--- config.mk ---
export PLATFORM = sky130hd
export DESIGN_NAME = counter_step_ctrl
export DESIGN_NICKNAME = d
export VERILOG_FILES = /design/src/rtl/step_ctrl_pkg.sv /design/src/rtl/step_rate_timer.sv /design/src/rtl/counter_step_ctrl.sv
export SDC_FILE = /design/constraint.sdc
export NUM_CORES = 1
export LEC_CHECK = 0
export CELL_PAD_IN_SITES_DETAIL_PLACEMENT = 1
export CELL_PAD_IN_SITES_GLOBAL_PLACEMENT = 2
export CORE_MARGIN = 10
export CORE_UTILIZATION = 32
export CTS_CLUSTER_DIAMETER = 60
export DETAILED_ROUTE_END_ITERATION = 6
export GPL_TIMING_DRIVEN = 1
export PLACE_DENSITY_LB_ADDON = 0.1
export REMOVE_ABC_BUFFERS = 1
export SYNTH_ARGS = -nofsm -noshare
export SYNTH_HDL_FRONTEND = slang
export SYNTH_SLANG_ARGS = --single-unit
--- constraint.sdc ---
create_clock -name clk -period 3.55 [get_ports clk]
set_clock_uncertainty 0.1 [all_clocks]
set_input_delay 0.355 -clock clk [delete_from_list [all_inputs] [get_ports clk]]
set_output_delay 0.355 -clock clk [all_outputs]
set_load 0.005 [all_outputs]
--- src/rtl/step_ctrl_pkg.sv ---
// Shared types and helpers for the counter step sequencer.
//   state_t      : sequencer states (IDLE / HOLD / REPEAT)
//   DIR_UP/DIR_DN: values driven on cnt_up for each direction
//   timer_width(): bits needed by the rate timer to hold max(HOLD_CYC, RPT_CYC) - 1
package step_ctrl_pkg;

  typedef enum logic [1:0] {
    IDLE   = 2'd0,
    HOLD   = 2'd1,
    REPEAT = 2'd2
  } state_t;

  localparam logic DIR_UP = 1'b1;
  localparam logic DIR_DN = 1'b0;

  function automatic int unsigned timer_width(input int unsigned hold_cyc,
                                              input int unsigned rpt_cyc);
    int unsigned m;
    m = (hold_cyc > rpt_cyc) ? hold_cyc : rpt_cyc;
    return (m <= 2) ? 1 : $clog2(m);
  endfunction

endpackage

--- src/rtl/step_rate_timer.sv ---
// Loadable down-counter pacing the hold and auto-repeat intervals.
// Ports:
//   clk        : clock, rising edge
//   nrst       : asynchronous reset, active-low
//   load_i     : load load_val_i and start counting down
//   load_val_i : reload value (interval - 1)
//   clear_i    : stop and zero the timer (has priority over load_i)
//   expire_o   : high for the single cycle the running count sits at zero
module step_rate_timer #(
  parameter int unsigned W = 3
) (
  input  logic         clk,
  input  logic         nrst,
  input  logic         load_i,
  input  logic [W-1:0] load_val_i,
  input  logic         clear_i,
  output logic         expire_o
);

  logic [W-1:0] cnt_q, cnt_d;
  logic         run_q, run_d;

  always_comb begin
    cnt_d = cnt_q;
    run_d = run_q;
    if (clear_i) begin
      cnt_d = '0;
      run_d = 1'b0;
    end else if (load_i) begin
      cnt_d = load_val_i;
      run_d = 1'b1;
    end else if (run_q) begin
      // Park at zero once expired unless the owner reloads.
      if (cnt_q == '0) begin
        run_d = 1'b0;
      end else begin
        cnt_d = cnt_q - W'(1);
      end
    end
  end

  always_ff @(posedge clk or negedge nrst) begin
    if (!nrst) begin
      cnt_q <= '0;
      run_q <= 1'b0;
    end else begin
      cnt_q <= cnt_d;
      run_q <= run_d;
    end
  end

  assign expire_o = run_q && (cnt_q == '0);

endmodule

--- src/rtl/counter_step_ctrl.sv ---
// Step sequencer for the shared up/down counter. Grants the counter to one debounced button
// on a clean rising edge, issues a one-cycle step strobe, then auto-repeats while held.
// Optional feature macro: STEP_CTRL_SATURATE_EN (suppress steps past 0 / all-ones).
// Ports:
//   clk, nrst       : clock (rising edge), asynchronous active-low reset
//   btn_up, btn_dn  : debounced button levels, synchronous to clk
//   q               : current counter value, used for limit checks
//   cnt_en          : one-cycle step strobe to the counter
//   cnt_up          : step direction, 1 = up; holds while cnt_en is low
//   busy            : a button currently owns the counter
//   limit_hit       : one-cycle pulse when a step is suppressed at a limit
module counter_step_ctrl
  import step_ctrl_pkg::*;
#(
  parameter int unsigned NBITS    = 4,
  parameter int unsigned HOLD_CYC = 8,
  parameter int unsigned RPT_CYC  = 4
) (
  input  logic             clk,
  input  logic             nrst,
  input  logic             btn_up,
  input  logic             btn_dn,
  input  logic [NBITS-1:0] q,
  output logic             cnt_en,
  output logic             cnt_up,
  output logic             busy,
  output logic             limit_hit
);

  localparam int unsigned TW = timer_width(HOLD_CYC, RPT_CYC);
  localparam logic [TW-1:0] HOLD_LD = TW'(HOLD_CYC - 1);
  localparam logic [TW-1:0] RPT_LD  = TW'(RPT_CYC - 1);

  state_t state_q, state_d;
  logic   dir_q, dir_d;
  logic   btn_up_q, btn_dn_q;
  logic   cnt_en_q, cnt_en_d;
  logic   cnt_up_q, cnt_up_d;
  logic   busy_q, busy_d;
  logic   limit_q, limit_d;

  logic          press_up, press_dn, held;
  logic          step, step_dir, at_limit;
  logic          tmr_load, tmr_clear, tmr_expire;
  logic [TW-1:0] tmr_val;

  assign press_up = btn_up & ~btn_up_q;
  assign press_dn = btn_dn & ~btn_dn_q;
  assign held     = (dir_q == DIR_UP) ? btn_up : btn_dn;

`ifdef STEP_CTRL_SATURATE_EN
  always_comb begin
    at_limit = (step_dir == DIR_UP) ? (q == {NBITS{1'b1}}) : (q == '0);
  end
`else
  logic unused_q;
  assign unused_q = ^q;
  always_comb begin
    at_limit = 1'b0;
  end
`endif

  always_comb begin
    state_d   = state_q;
    dir_d     = dir_q;
    step      = 1'b0;
    step_dir  = dir_q;
    tmr_load  = 1'b0;
    tmr_clear = 1'b0;
    tmr_val   = HOLD_LD;
    unique case (state_q)
      IDLE: begin
        // The other button must be low: simultaneous or overlapping presses grant nothing.
        if (press_up && !btn_dn) begin
          step     = 1'b1;
          step_dir = DIR_UP;
          dir_d    = DIR_UP;
          state_d  = HOLD;
          tmr_load = 1'b1;
        end else if (press_dn && !btn_up) begin
          step     = 1'b1;
          step_dir = DIR_DN;
          dir_d    = DIR_DN;
          state_d  = HOLD;
          tmr_load = 1'b1;
        end
      end
      HOLD, REPEAT: begin
        // Release is checked first so it wins over a coincident expiry.
        if (!held) begin
          state_d   = IDLE;
          tmr_clear = 1'b1;
        end else if (tmr_expire) begin
          step     = 1'b1;
          state_d  = REPEAT;
          tmr_load = 1'b1;
          tmr_val  = RPT_LD;
        end
      end
      default: begin
        state_d   = IDLE;
        tmr_clear = 1'b1;
      end
    endcase

    cnt_en_d = 1'b0;
    cnt_up_d = cnt_up_q;
    limit_d  = 1'b0;
    if (step) begin
      if (at_limit) begin
        limit_d = 1'b1;
      end else begin
        cnt_en_d = 1'b1;
        cnt_up_d = step_dir;
      end
    end
    busy_d = (state_d != IDLE);
  end

  always_ff @(posedge clk or negedge nrst) begin
    if (!nrst) begin
      state_q  <= IDLE;
      dir_q    <= DIR_DN;
      btn_up_q <= 1'b0;
      btn_dn_q <= 1'b0;
      cnt_en_q <= 1'b0;
      cnt_up_q <= 1'b0;
      busy_q   <= 1'b0;
      limit_q  <= 1'b0;
    end else begin
      state_q  <= state_d;
      dir_q    <= dir_d;
      btn_up_q <= btn_up;
      btn_dn_q <= btn_dn;
      cnt_en_q <= cnt_en_d;
      cnt_up_q <= cnt_up_d;
      busy_q   <= busy_d;
      limit_q  <= limit_d;
    end
  end

  step_rate_timer #(
    .W (TW)
  ) u_timer (
    .clk        (clk),
    .nrst       (nrst),
    .load_i     (tmr_load),
    .load_val_i (tmr_val),
    .clear_i    (tmr_clear),
    .expire_o   (tmr_expire)
  );

  assign cnt_en    = cnt_en_q;
  assign cnt_up    = cnt_up_q;
  assign busy      = busy_q;
  assign limit_hit = limit_q;

endmodule

## Word level (Yosys, flattened, before mapping)

Index checks and enable logic that the tools add are counted.

- Register bits: 12
- Input port bits: 8
- Word-level logic and storage cells: 56
- Output and inout bits: 4

- Reductions and logical operators: 11
- Bitwise gates (word level): 4
- $add $sub $neg: 1
- Multiplexer cells: 28
- Equal/unequal tests: 3

Operators with widths:

| kind | count |
|---|---|
| $mux 3 | 7 |
| $mux 1 | 14 |
| $mux 2 | 4 |
| $pmux 1 s2 | 2 |
| $pmux 2 s2 | 1 |
| $logic_and 1x1->1 | 3 |
| $logic_not 3->1 | 1 |
| $ne 3x3->1 const B | 1 |
| $reduce_bool 3->1 | 1 |
| $sub 3x1->3 const B | 1 |
| $and 1x1->1 | 2 |
| $eq 2x1->1 const B | 1 |
| $eq 2x2->1 const B | 1 |
| $logic_not 1->1 | 2 |
| $logic_not 2->1 | 1 |
| $not 1->1 | 2 |
| $reduce_and 2->1 | 1 |
| $reduce_bool 2->1 | 1 |
| $reduce_or 2->1 | 1 |

## Depth between registers and ports, before layout

- Depth after elaboration: 8
- Depth in mapped cells: 7
- Gate-level depth less buffers: 7

## By module

A second synthesis with hierarchy kept.

- Cells, all modules: 64
- Area, all modules: 671.9 µm²

By module, submodules not included:

| module | seq. area each (µm²) | cells an instance | instances | area an instance (µm²) |
|---|---|---|---|---|
| counter_step_ctrl | 200.2 | 38 | 1 | 432.9 |
| step_rate_timer | 100.1 | 26 | 1 | 239.0 |

## Worst setup path before layout

OpenSTA, ideal clock, no wires.

- Kind: input-to-reg
- From: input btn_dn
- To: register cnt_up_q, in the netlist cnt_up
- Arrival time: 1492 ps
- Setup time: 125 ps
- Cell stages on the path: 5
- Required time: 3325 ps
- Buffers on the path: 0
- Slack: 1832 ps
- Path through: or3b_1 > a21bo_1 > a21o_1 > inv_2 > mux2_4

- Word-level cells in the longest chain between the ends: 5
- Elaborated cells on any way between the ends: 12
- Classes of those cells: mux: 8; bitwise: 1; reduce/logical: 3

Ends and longest elaborated chain:

| item | RTL line | source |
|---|---|---|
| from (decl) | counter_step_ctrl.sv:22 | `input logic btn_dn,` |
| $and 1x1->1 | counter_step_ctrl.sv:48 | `assign press_dn = btn_dn & ~btn_dn_q;` |
| $logic_and 1x1->1 | counter_step_ctrl.sv:80 | `end else if (press_dn && !btn_up) begin` |
| $mux 1 | counter_step_ctrl.sv:80 |  |
| $mux 1 | counter_step_ctrl.sv:74 | `if (press_up && !btn_dn) begin` |
| $pmux 1 s2 / $mux 1 (equally long branches) | counter_step_ctrl.sv:71 | `unique case (state_q)` |
| to (signal assigned) | counter_step_ctrl.sv:136 | `cnt_up_q <= cnt_up_d;` |
| to (decl) | counter_step_ctrl.sv:38 | `logic cnt_up_q, cnt_up_d;` |

Parallel ways exist; a longest one is shown, timed or not.
A chain may end at the register's enable or synchronous reset.

## Final worst setup path

- From: input btn_up
- To: register cnt_up_q, in the netlist cnt_up

- Word-level cells in the longest chain between the ends: 5
- Elaborated cells on any way between the ends: 12
- Classes of those cells: mux: 8; bitwise: 1; reduce/logical: 3

Ends and longest elaborated chain:

| item | RTL line | source |
|---|---|---|
| from (decl) | counter_step_ctrl.sv:21 | `input logic btn_up,` |
| $logic_not 1->1 | counter_step_ctrl.sv:80 |  |
| $logic_and 1x1->1 | counter_step_ctrl.sv:80 |  |
| $mux 1 | counter_step_ctrl.sv:80 |  |
| $mux 1 | counter_step_ctrl.sv:74 |  |
| $pmux 1 s2 / $mux 1 (equally long branches) | counter_step_ctrl.sv:71 |  |

Parallel ways exist; a longest one is shown, timed or not.

==> key figures <==
Synth
  • Count of cell types in the netlist: 26
  • Cell taking the most area after synthesis: dfrtp_1
  • Seq cells post-synth: 12
  • Largest family of logic cells by synthesized area: compound AO/OA/AOI/OAI gates
  • Post-synth EDFFs: 0
  • Post-synthesis mux area share: 4.30%
  • Synthesized area: 611 um2
  • Share of the synthesized area in the top cell type: 49.2%
  • Compound-gate portion of the synthesized area: 17.0%
  • Mapped Cells: 58
  • Adder-Cell Fraction of Synth Area: 8.20%
  • Synth Area per Inst: 10.5 um2
  • Synth warnings: 0
  • XOR/XNOR share of the synthesized area: 1.43%
  • Register area share after synthesis: 49.2%
  • Primary FF master, synth: dfrtp_1
  • Ys async rst share: 100%
  • Top cells by area, synth: dfrtp_1, ha_1, inv_1
  • Post-Synth Simple-Gate Area: 13.7%

Placement
  • Pre-CTS setup slack: 1180 ps
  • Routability cong.: 0.677
  • Port-buffer cells: 6

Critical path
  • Critical path data required time: 3610 ps
  • CP arrival: 2140 ps
  • Crit end category: register
  • Max stage delay cell, worst path: clkdlybuf4s50_1
  • Max incr delay on CP: 550 ps
  • CP Launch Type: primary input
  • CP Class: primary input to register
  • Worst path cell trace: clkdlybuf4s50_1, or3b_1, a21bo_1, a21o_1, inv_2, mux2_4
  • CP max FO: 6

Routing
  • Routed wire length: 1200 um
  • Drt wl/cell: 13.0 um
  • Detail Route met3 WL: 53 um
  • Drt pass-1 iters: 3
  • Metal2 WL: 540 um
  • M1 WL: 580 um
  • Remaining antenna violation count: 0
  • Vias post-DR: 447
  • # DRC: 0
  • Top sig layer: met4
  • Drt initial violations: 5
  • Vias/cell: 4.86

Clock tree
  • Worst-Skew Late Latency: 280 ps
  • CTS root buffer: clkbuf_4
  • CTS tree: yes
  • Reg clk slew, reported paths: 80 ps
  • Hold-fix buffer count after cts: 0
  • Post-CTS sizing: 0
  • H-tree Lvls: 1
  • CTS Sinks: 12
  • Max clock buf depth: 2
  • CTS buffer count: 3
  • Setup bufs post-CTS: 0

STA
  • Final setup vio count: 0
  • Highest clock rate: 481 MHz
  • Worst hold slack: 332 ps
  • Fin crit period: 2080 ps
  • Max-slew violation count: 0
  • Unrepaired setup endpoints after global routing: false
  • Final period utilization: 58.5%
  • Worst-Margin Slew: 552 ps
  • Final Hold Vio Count: 0
  • Fin worst setup slack: 1470 ps
  • Setup TNS: 0 ps
  • Max-slew headroom: 63.1%

Die
  • Row count: 15
  • CORE AREA: 1760 um2
  • Die ar.: 4060 um2
  • Io pins: 12
  • Initial core utilization: 34.6%
  • Die width: 63.7 um
  • Die H: 63.7 um

Global routing
  • First-pass GRT wire length: 2100 um
  • Total gr overflow: 0
  • Vias in the first global route: 452
  • GRT Util Overall: 6.49%
  • Initial antenna violation count: 0
  • Pin count of the biggest net entering global routing: 13

Pwr
  • Pwr Total: 540 uW
  • Pwr Density: 740 nW/um2
  • Worst vdd ir: 305 uV
  • Pleak: 0.313 nW

Final layout
  • Final #Nets: 80
  • FILL cells: 224
  • Fraction of layout cells with a size suffix above 1: 13.4%
  • N_diodes: 0
  • P&R area growth vs syn: 19.7%

Status
  • Outcome: finished, final reports clean

Flow run
  • Max-cap viol count: 0

Hold path
  • Worst hold path class: primary input to async pin
Yosys cell counts (2+ instances only):
library cell and number:
nand2_1 5, a31oi_1 3, a21oi_1 4, nor2b_1 2, or3b_1 2, inv_1 6, dfrtp_1 12, nand4_1 2
or2_2 2, ha_1 4
area by class of cell:
| cell class | count | area (um2) | share of cell area (%) |
|---|---|---|---|
| sequential | 12 | 300 | 41.1 |
| multi-input combinational | 38 | 277 | 37.8 |
| timing repair buffer | 6 | 60.1 | 8.22 |
| clock buffer | 4 | 36.3 | 4.97 |
| tap | 25 | 31.3 | 4.28 |
| inverter | 7 | 26.3 | 3.60 |
state kept, by name, indices dropped and copies added (netlist names):
register	flops
btn_dn_q	1
u_timer.run_q	1
busy	1
u_timer.cnt_q	3
state_q	2
cnt_up	1
dir_q	1
btn_up_q	1
cnt_en	1
stage by stage:
stage               util (%)  cell area [um2]  cells
finish                  41.4              731     92
global route            41.4              731     92
CTS                     41.4              731     92
detailed placement      39.4              694     88
global placement        39.4              694     88
floorplan                  -              603     57
kinds of logic (layout without fill, tap and decap cells):
group           after synthesis  in the layout
mux                           2              2
buf+inv                       8             17
fa+ha+maj                     4              4
flops                        12             12
xor+xnor                      1              1
other cells                   1              1
simple gates                 15             15
compound gates               15             15
final timing paths:
check | endpoint | start | cells after the start | slack, ps
max | cnt_up | btn_up | 6 | 1470
max in group asynchronous | u_timer.run_q | nrst | 1 | 2660
min in group clk | cnt_up | cnt_up | 1 | 420
min reg2reg | cnt_up | cnt_up | 1 | 420
min | state_q[0] | nrst | 1 | 330
max reg2reg | cnt_up | state_q[0] | 6 | 1670
worst max-delay path, delay by kind of cell:
kind,cells,cell delay [ps]
buf+inv,2,650
mux,1,290
compound gates,2,460
simple gates,1,390
cell usage in the layout (no fill, tap or decap), drive strengths merged:
cell type / count
xnor2: 1
a21o: 1
a211oi: 1
or2: 2
mux2: 2
o21ai: 1
clkdlybuf4s50: 6
nor2b: 2
a21bo: 1
o22a: 1
nand4: 2
a21oi: 4
nand2b: 1
a32oi: 1
nand2: 5
conb: 1
clkbuf: 4
a31oi: 3
dfrtp: 12
o2bb2ai: 1
ha: 4
nor2: 1
o32ai: 1
or3b: 2
inv: 7
report_power, final:
group          switching (mW)  internal [mW]
registers              0.0235          0.177
logic                   0.116          0.114
clock network          0.0474         0.0624
metal layers:
metal,vias up,GRT usage [%]
met5,-,0
met4,0,4.10
met3,4,2.65
met2,9,9.17
met1,212,7.87
li1,222,-
(Power assumes the default switching activity.)
